File: config.mk
export PLATFORM = sky130hd
export DESIGN_NAME = control_sequencer_flat
export DESIGN_NICKNAME = d
export VERILOG_FILES = /design/src/rtl/control_sequencer_if.sv /design/src/rtl/control_sequencer.sv /design/src/flat_wrapper.sv
export SDC_FILE = /design/constraint.sdc
export NUM_CORES = 1
export LEC_CHECK = 0
export CAP_MARGIN = 20
export CORE_ASPECT_RATIO = 0.8
export CORE_MARGIN = 5
export CORE_UTILIZATION = 45
export DETAILED_ROUTE_END_ITERATION = 8
export PLACE_DENSITY = 0.87
export SLEW_MARGIN = 40
export SYNTH_ARGS = -nofsm -noshare
export SYNTH_HDL_FRONTEND = slang
export SYNTH_SLANG_ARGS = --single-unit
File: constraint.sdc
create_clock -name Clock -period 2.35 [get_ports Clock]
set_clock_uncertainty 0.15 [all_clocks]
set_input_delay 0.235 -clock Clock [delete_from_list [all_inputs] [get_ports Clock]]
set_output_delay 0.235 -clock Clock [all_outputs]
set_load 0.01 [all_outputs]
File: src/rtl/control_sequencer_if.sv
// Control strobe bundle between the sequencer (master) and the datapath (slave).
interface control_sequencer_if;
  localparam int unsigned OP_W = 5;

  logic [OP_W-1:0] ir_opcode;
  logic            con_ff;
  logic            Stop;
  logic            Run;
  logic [OP_W-1:0] opcode;

  logic Gra, Grb, Grc, Rin, Rout, BAout;
  logic PCin, PCout, IncPC, MARin, MDRin, MDRout, IRin;
  logic Yin, Zin, Zlowout, Zhighout, HIin, LOin, HIout, LOout;
  logic Cout, CONin, Inportout, Outportin, Read, Write;

  modport master (
    input  ir_opcode, con_ff, Stop,
    output Run, opcode,
    output Gra, Grb, Grc, Rin, Rout, BAout,
    output PCin, PCout, IncPC, MARin, MDRin, MDRout, IRin,
    output Yin, Zin, Zlowout, Zhighout, HIin, LOin, HIout, LOout,
    output Cout, CONin, Inportout, Outportin, Read, Write
  );

  modport slave (
    output ir_opcode, con_ff, Stop,
    input  Run, opcode,
    input  Gra, Grb, Grc, Rin, Rout, BAout,
    input  PCin, PCout, IncPC, MARin, MDRin, MDRout, IRin,
    input  Yin, Zin, Zlowout, Zhighout, HIin, LOin, HIout, LOout,
    input  Cout, CONin, Inportout, Outportin, Read, Write
  );
endinterface

File: src/rtl/control_sequencer.sv
// Hardwired Moore control unit: fetch T0-T2, opcode-specific execute T3-T7.
// Strobes are decoded from the state register plus the IR opcode, which only
// becomes valid once the state reaches T3.
module control_sequencer #(
  parameter logic [4:0] ADD_OP          = 5'b00011,
  parameter bit         HALT_ON_ILLEGAL = 1'b1
) (
  input logic                 Clock,
  input logic                 clear,
  control_sequencer_if.master bus
);
  localparam int unsigned OP_W = 5;

  typedef enum logic [3:0] {
    S_RESET, S_T0, S_T1, S_T2, S_T3, S_T4, S_T5, S_T6, S_T7, S_HALTED
  } state_e;

  typedef enum logic [3:0] {
    C_ALU, C_MUL, C_IMM, C_LDI, C_LD, C_ST, C_BR, C_JR,
    C_IN, C_OUT, C_MFHI, C_MFLO, C_NOP, C_HALT, C_ILL
  } iclass_e;

  state_e  state;
  state_e  after_last;
  iclass_e cls;

  // Classify the opcode into groups sharing an execute sequence.
  always_comb begin
    cls = C_ILL;
    case (bus.ir_opcode)
      5'b00011, 5'b00100, 5'b00101,
      5'b00110, 5'b00111, 5'b01000: cls = C_ALU;
      5'b01100:                     cls = C_MUL;
      5'b01001, 5'b01010, 5'b01011: cls = C_IMM;
      5'b00001:                     cls = C_LDI;
      5'b00000:                     cls = C_LD;
      5'b00010:                     cls = C_ST;
      5'b10010:                     cls = C_BR;
      5'b10011:                     cls = C_JR;
      5'b10101:                     cls = C_IN;
      5'b10110:                     cls = C_OUT;
      5'b10111:                     cls = C_MFHI;
      5'b11000:                     cls = C_MFLO;
      5'b11001:                     cls = C_NOP;
      5'b11010:                     cls = C_HALT;
      default:                      cls = C_ILL;
    endcase
  end

  // Stop is honoured only at an instruction boundary.
  assign after_last = bus.Stop ? S_HALTED : S_T0;

  // State sequencing; clear wins from any state.
  always_ff @(posedge Clock) begin
    if (clear) begin
      state <= S_RESET;
    end else begin
      case (state)
        S_RESET:  state <= S_T0;
        S_T0:     state <= S_T1;
        S_T1:     state <= S_T2;
        S_T2:     state <= S_T3;
        S_T3: begin
          if (cls == C_HALT || (cls == C_ILL && HALT_ON_ILLEGAL))
            state <= S_HALTED;
          else if (cls inside {C_JR, C_IN, C_OUT, C_MFHI, C_MFLO, C_NOP, C_ILL})
            state <= after_last;
          else
            state <= S_T4;
        end
        S_T4:     state <= S_T5;
        S_T5:     state <= (cls inside {C_ALU, C_IMM, C_LDI}) ? after_last : S_T6;
        S_T6:     state <= (cls inside {C_MUL, C_BR}) ? after_last : S_T7;
        S_T7:     state <= after_last;
        S_HALTED: state <= S_HALTED;
        default:  state <= S_RESET;
      endcase
    end
  end

  // Strobe decode; every strobe idles low unless the current step names it.
  always_comb begin
    bus.Run = 1'b0;  bus.opcode = OP_W'(0);
    bus.Gra = 1'b0;  bus.Grb = 1'b0;  bus.Grc = 1'b0;  bus.Rin = 1'b0;
    bus.Rout = 1'b0; bus.BAout = 1'b0;
    bus.PCin = 1'b0; bus.PCout = 1'b0; bus.IncPC = 1'b0; bus.MARin = 1'b0;
    bus.MDRin = 1'b0; bus.MDRout = 1'b0; bus.IRin = 1'b0;
    bus.Yin = 1'b0;  bus.Zin = 1'b0;  bus.Zlowout = 1'b0; bus.Zhighout = 1'b0;
    bus.HIin = 1'b0; bus.LOin = 1'b0; bus.HIout = 1'b0; bus.LOout = 1'b0;
    bus.Cout = 1'b0; bus.CONin = 1'b0; bus.Inportout = 1'b0; bus.Outportin = 1'b0;
    bus.Read = 1'b0; bus.Write = 1'b0;

    if (state != S_RESET && state != S_HALTED) bus.Run = 1'b1;
    if (state inside {S_T3, S_T4, S_T5, S_T6, S_T7}) bus.opcode = bus.ir_opcode;

    case (state)
      S_T0: begin bus.PCout = 1'b1; bus.MARin = 1'b1; end
      S_T1: begin bus.Read = 1'b1; bus.MDRin = 1'b1; end
      S_T2: begin bus.MDRout = 1'b1; bus.IRin = 1'b1; bus.PCin = 1'b1; bus.IncPC = 1'b1; end
      S_T3: begin
        case (cls)
          C_ALU, C_MUL, C_IMM: begin bus.Grb = 1'b1; bus.Rout = 1'b1; bus.Yin = 1'b1; end
          C_LDI, C_LD, C_ST:   begin bus.Grb = 1'b1; bus.BAout = 1'b1; bus.Yin = 1'b1; end
          C_BR:   begin bus.Gra = 1'b1; bus.Rout = 1'b1; bus.CONin = 1'b1; end
          C_JR:   begin bus.Gra = 1'b1; bus.Rout = 1'b1; bus.PCin = 1'b1; end
          C_IN:   begin bus.Inportout = 1'b1; bus.Gra = 1'b1; bus.Rin = 1'b1; end
          C_OUT:  begin bus.Gra = 1'b1; bus.Rout = 1'b1; bus.Outportin = 1'b1; end
          C_MFHI: begin bus.HIout = 1'b1; bus.Gra = 1'b1; bus.Rin = 1'b1; end
          C_MFLO: begin bus.LOout = 1'b1; bus.Gra = 1'b1; bus.Rin = 1'b1; end
          default: ;
        endcase
      end
      S_T4: begin
        case (cls)
          C_ALU, C_MUL:      begin bus.Grc = 1'b1; bus.Rout = 1'b1; bus.Zin = 1'b1; end
          C_IMM:             begin bus.Cout = 1'b1; bus.Zin = 1'b1; end
          C_LDI, C_LD, C_ST: begin bus.Cout = 1'b1; bus.Zin = 1'b1; bus.opcode = ADD_OP; end
          C_BR:              begin bus.PCout = 1'b1; bus.Yin = 1'b1; end
          default: ;
        endcase
      end
      S_T5: begin
        case (cls)
          C_ALU, C_IMM, C_LDI: begin bus.Zlowout = 1'b1; bus.Gra = 1'b1; bus.Rin = 1'b1; end
          C_MUL:       begin bus.Zlowout = 1'b1; bus.LOin = 1'b1; end
          C_LD, C_ST:  begin bus.Zlowout = 1'b1; bus.MARin = 1'b1; end
          C_BR:        begin bus.Cout = 1'b1; bus.Zin = 1'b1; bus.opcode = ADD_OP; end
          default: ;
        endcase
      end
      S_T6: begin
        case (cls)
          C_MUL: begin bus.Zhighout = 1'b1; bus.HIin = 1'b1; end
          C_LD:  begin bus.Read = 1'b1; bus.MDRin = 1'b1; end
          C_ST:  begin bus.Gra = 1'b1; bus.Rout = 1'b1; bus.MDRin = 1'b1; end
          C_BR:  begin bus.Zlowout = 1'b1; bus.PCin = bus.con_ff; end
          default: ;
        endcase
      end
      S_T7: begin
        case (cls)
          C_LD: begin bus.MDRout = 1'b1; bus.Gra = 1'b1; bus.Rin = 1'b1; end
          C_ST: bus.Write = 1'b1;
          default: ;
        endcase
      end
      default: ;
    endcase
  end
endmodule

File: src/flat_wrapper.sv
// flat-port wrapper written by rule: the top's interface ports become plain ports
module control_sequencer_flat 
#(
  parameter logic [4:0] ADD_OP          = 5'b00011,
  parameter bit         HALT_ON_ILLEGAL = 1'b1
)
  (Clock, clear, bus_ir_opcode, bus_con_ff, bus_Stop, bus_Run, bus_opcode, bus_Gra, bus_Grb, bus_Grc, bus_Rin, bus_Rout, bus_BAout, bus_PCin, bus_PCout, bus_IncPC, bus_MARin, bus_MDRin, bus_MDRout, bus_IRin, bus_Yin, bus_Zin, bus_Zlowout, bus_Zhighout, bus_HIin, bus_LOin, bus_HIout, bus_LOout, bus_Cout, bus_CONin, bus_Inportout, bus_Outportin, bus_Read, bus_Write);
  control_sequencer_if bus_i ();
  input logic Clock;
  input logic clear;
  input wire logic [$bits(bus_i.ir_opcode)-1:0] bus_ir_opcode;
  input wire logic [$bits(bus_i.con_ff)-1:0] bus_con_ff;
  input wire logic [$bits(bus_i.Stop)-1:0] bus_Stop;
  output wire logic [$bits(bus_i.Run)-1:0] bus_Run;
  output wire logic [$bits(bus_i.opcode)-1:0] bus_opcode;
  output wire logic [$bits(bus_i.Gra)-1:0] bus_Gra;
  output wire logic [$bits(bus_i.Grb)-1:0] bus_Grb;
  output wire logic [$bits(bus_i.Grc)-1:0] bus_Grc;
  output wire logic [$bits(bus_i.Rin)-1:0] bus_Rin;
  output wire logic [$bits(bus_i.Rout)-1:0] bus_Rout;
  output wire logic [$bits(bus_i.BAout)-1:0] bus_BAout;
  output wire logic [$bits(bus_i.PCin)-1:0] bus_PCin;
  output wire logic [$bits(bus_i.PCout)-1:0] bus_PCout;
  output wire logic [$bits(bus_i.IncPC)-1:0] bus_IncPC;
  output wire logic [$bits(bus_i.MARin)-1:0] bus_MARin;
  output wire logic [$bits(bus_i.MDRin)-1:0] bus_MDRin;
  output wire logic [$bits(bus_i.MDRout)-1:0] bus_MDRout;
  output wire logic [$bits(bus_i.IRin)-1:0] bus_IRin;
  output wire logic [$bits(bus_i.Yin)-1:0] bus_Yin;
  output wire logic [$bits(bus_i.Zin)-1:0] bus_Zin;
  output wire logic [$bits(bus_i.Zlowout)-1:0] bus_Zlowout;
  output wire logic [$bits(bus_i.Zhighout)-1:0] bus_Zhighout;
  output wire logic [$bits(bus_i.HIin)-1:0] bus_HIin;
  output wire logic [$bits(bus_i.LOin)-1:0] bus_LOin;
  output wire logic [$bits(bus_i.HIout)-1:0] bus_HIout;
  output wire logic [$bits(bus_i.LOout)-1:0] bus_LOout;
  output wire logic [$bits(bus_i.Cout)-1:0] bus_Cout;
  output wire logic [$bits(bus_i.CONin)-1:0] bus_CONin;
  output wire logic [$bits(bus_i.Inportout)-1:0] bus_Inportout;
  output wire logic [$bits(bus_i.Outportin)-1:0] bus_Outportin;
  output wire logic [$bits(bus_i.Read)-1:0] bus_Read;
  output wire logic [$bits(bus_i.Write)-1:0] bus_Write;
  assign bus_i.ir_opcode = bus_ir_opcode;
  assign bus_i.con_ff = bus_con_ff;
  assign bus_i.Stop = bus_Stop;
  assign bus_Run = bus_i.Run;
  assign bus_opcode = bus_i.opcode;
  assign bus_Gra = bus_i.Gra;
  assign bus_Grb = bus_i.Grb;
  assign bus_Grc = bus_i.Grc;
  assign bus_Rin = bus_i.Rin;
  assign bus_Rout = bus_i.Rout;
  assign bus_BAout = bus_i.BAout;
  assign bus_PCin = bus_i.PCin;
  assign bus_PCout = bus_i.PCout;
  assign bus_IncPC = bus_i.IncPC;
  assign bus_MARin = bus_i.MARin;
  assign bus_MDRin = bus_i.MDRin;
  assign bus_MDRout = bus_i.MDRout;
  assign bus_IRin = bus_i.IRin;
  assign bus_Yin = bus_i.Yin;
  assign bus_Zin = bus_i.Zin;
  assign bus_Zlowout = bus_i.Zlowout;
  assign bus_Zhighout = bus_i.Zhighout;
  assign bus_HIin = bus_i.HIin;
  assign bus_LOin = bus_i.LOin;
  assign bus_HIout = bus_i.HIout;
  assign bus_LOout = bus_i.LOout;
  assign bus_Cout = bus_i.Cout;
  assign bus_CONin = bus_i.CONin;
  assign bus_Inportout = bus_i.Inportout;
  assign bus_Outportin = bus_i.Outportin;
  assign bus_Read = bus_i.Read;
  assign bus_Write = bus_i.Write;
  control_sequencer #(.ADD_OP(ADD_OP), .HALT_ON_ILLEGAL(HALT_ON_ILLEGAL)) u_core (.Clock(Clock), .clear(clear), .bus(bus_i));
endmodule
==> impl_metrics.json, run 1 <==
{
  "status": "finished, violations left",
  "violations": "negative setup slack",
  "die_h_um": 55.5,
  "tightest_slew_ns": 0.459,
  "cts_buffers": 3,
  "p_leak_nw": 0.982,
  "grt_util_all_layers": 0.290,
  "required_ns": 1.97,
  "end_kind": "output pin",
  "port_buffers": 41,
  "stdcell_count": 295,
  "cts_buffer_depth": 2,
  "drtIter0Drc": 229,
  "grt_overflow": 0,
  "reg_top3": "u_core.state x4",
  "synth_top_cell_by_area": "dfxtp_1",
  "pre_cts_ws_ns": -0.863,
  "cpMostUsedCell": "inv_4",
  "slew_violations": 0,
  "rsz0062_at_grt": "yes",
  "start_util": 0.473,
  "path_clk_slew_ns": 0.03,
  "ioPinCount": 42,
  "ir_drop_mv": 0.290,
  "firstDrtPassIters": 5,
  "reg2reg_setup_slack_ns": 0.64,
  "cts.sinks": 4,
  "grt_pass1_wl_um": 8490,
  "area.growth.synth_to_final_pct": 75.1,
  "cts-htree-levels": 1,
  "fin_crit_ns": 2.37,
  "synth_xor_area_frac": 0,
  "critPathSlowestCell": "a32o_2",
  "crit_family": "compound AO/OA/AOI/OAI gates",
  "crit_chain": "buf_8 > inv_4 > buf_6 > ha_4 > inv_4 > o31ai_4 > o22ai_4 > a32o_2 > a21oi_2 > buf_4 > nand2_1 > buf_2",
  "clk_latency_ns": 0.24,
  "hp-class": "in -> reg",
  "grt_start_max_net_pins": 12,
  "synthSimpleGateAreaFrac": 0.402,
  "fin_util": 0.828,
  "relSlewSlack": 0.691,
  "drv_cap": 0,
  "dieArea_um2": 3710,
  "totalWireLength_um": 5830,
  "setup_ws_ns": -0.0190,
  "ys.flop_type": "dfxtp_1",
  "gp_congestion": 0.947,
  "synth_top_family_by_area": "simple AND/OR/NAND/NOR gates",
  "tritoncts": "built",
  "core_region_area_um2": 2460,
  "slowest_delay_ns": 0.30,
  "syn_inst": 172,
  "netlist_area_um2": 1160,
  "routed_via_density": 6.30,
  "synthesis.nets": 186,
  "synth_seq_area_share": 0.0687,
  "fin_nets": 275,
  "synthMuxAreaShare": 0.00967,
  "async_flop_share": 0,
  "post-dp-hpwl_um": 3540,
  "synth-edff-count": 0,
  "diodes": 0,
  "ys_ff_latch": 4,
  "grt_pass1_vias": 1757,
  "routedWlPerCell_um": 19.8,
  "hold_viol": 0,
  "row_count": 16,
  "fin_tns_setup_ns": -0.0391,
  "top_register": "u_core.state",
  "max_freq_mhz": 422,
  "remaining_drc_errors": 0,
  "ys_top_cells_by_area": "dfxtp_1 (6.9%), nand2_1 (6.1%), nor2_1 (6.1%)",
  "cp_max_fo": 5,
  "antenna_found_initial": 0,
  "setup_violations": 3,
  "power_uw": 563,
  "power_density_nw_per_um2": 276,
  "cp-start-kind": "primary input",
  "root_buffer": "clkbuf_4",
  "ys_warn_count": 0,
  "drive_above_1_share": 0.517,
  "fin_area_um2": 2040,
  "yosysTopAreaCellShare": 0.0687,
  "path_class": "in -> out",
  "whs_ns": 0.428,
  "place_area_um2": 1840,
  "synthDistinctLibCells": 59,
  "arrival_ns": 1.98,
  "avgSynthCellArea_um2": 6.77,
  "post-place-cells": 278,
  "period_share": 1.01,
  "synth_adder_area_share": 0.0537,
  "holdBufCountCts": 0,
  "num_vias": 1858,
  "synth_compound_area_frac": 0.340,
  "die_width_um": 66.9,
  "largest_reg_flops": 4,
  "ant_nets": 0,
  "path_buf_inv": 6
}
-- cells in the final DEF, fill, tap and decap left out, types with 7 or more instances in the layout --
| cell type | n |
|---|---|
| a21oi_1 | 11 |
| buf_2 | 15 |
| buf_4 | 50 |
| buf_6 | 10 |
| clkbuf_2 | 7 |
| dlygate4sd2_1 | 11 |
| nand2_1 | 15 |
| nand2b_1 | 7 |
| nor2_1 | 15 |
| nor3_1 | 7 |
| o21ai_0 | 7 |
-- power by group --
group          total [mW]  switching, mW  internal [mW]
combinational       0.395          0.210          0.185
sequential         0.0801        0.00701         0.0731
clock              0.0877         0.0305         0.0572
total               0.563          0.248          0.316
-- cell usage after synthesis (2+ instances only) --
cell	n
a211oi_1	4
a21oi_1	13
a21oi_2	2
a31oi_1	3
and2_1	2
and2_4	2
and3_1	3
buf_2	3
buf_4	5
buf_6	4
clkbuf_1	3
dfxtp_1	4
ha_1	5
inv_1	9
nand2_1	19
nand2b_1	7
nand3_1	4
nor2_1	19
nor2b_1	2
nor3_1	8
o21ai_0	8
o221ai_1	2
o22ai_1	2
or2_2	3
or3_1	2
-- area by class of cell --
cell class              count  area [um^2]
clock buffers               3         22.5
fillers                   148          423
inverters                  10         45.0
multi-input cells         143         1090
flip-flops and latches      4         80.1
well taps                  36         45.0
repair buffers             99          759
-- path summary, 6_finish.rpt --
check,start,endpoint,depth (start not counted)
worst max-delay path,bus_ir_opcode[1],bus_opcode[0],12
worst min-delay path,clear,u_core.state[0]$_SDFF_PP0_,2
worst max register to register,u_core.state[3]$_SDFF_PP0_,u_core.state[2]$_SDFF_PP0_,6
worst min register to register,u_core.state[2]$_SDFF_PP0_,u_core.state[3]$_SDFF_PP0_,4
-- layer usage --
metal | GRT usage | wire (um) | vias up
met5 | 0 | 0 | -
met4 | 0.153 | 351 | 0
met3 | 0.0832 | 746 | 51
met2 | 0.483 | 2620 | 184
met1 | 0.327 | 2120 | 829
li1 | - | - | 794
-- cells by family after synthesis --
| family | after synthesis |
|---|---|
| DFF | 4 |
| buffers and inverters | 25 |
| muxes | 1 |
| AOI/OAI and AO/OA | 53 |
| adders and majority gates | 5 |
| and+or+nand+nor | 84 |
-- repair_timing --
action,4_1_cts,5_1_grt
gates cloned,1,0
buffers inserted,10,3
setup endpoints to repair,35,28
gates resized for setup,127,31
pin swaps,17,11
No activity file was read; power rests on OpenSTA's default activity.
==> run 2, diff against run 1 <==
- CAP_MARGIN: 20 -> 15
==> results of run 2 <==
Final layout, timing and power as in run 1 (identical DEF).
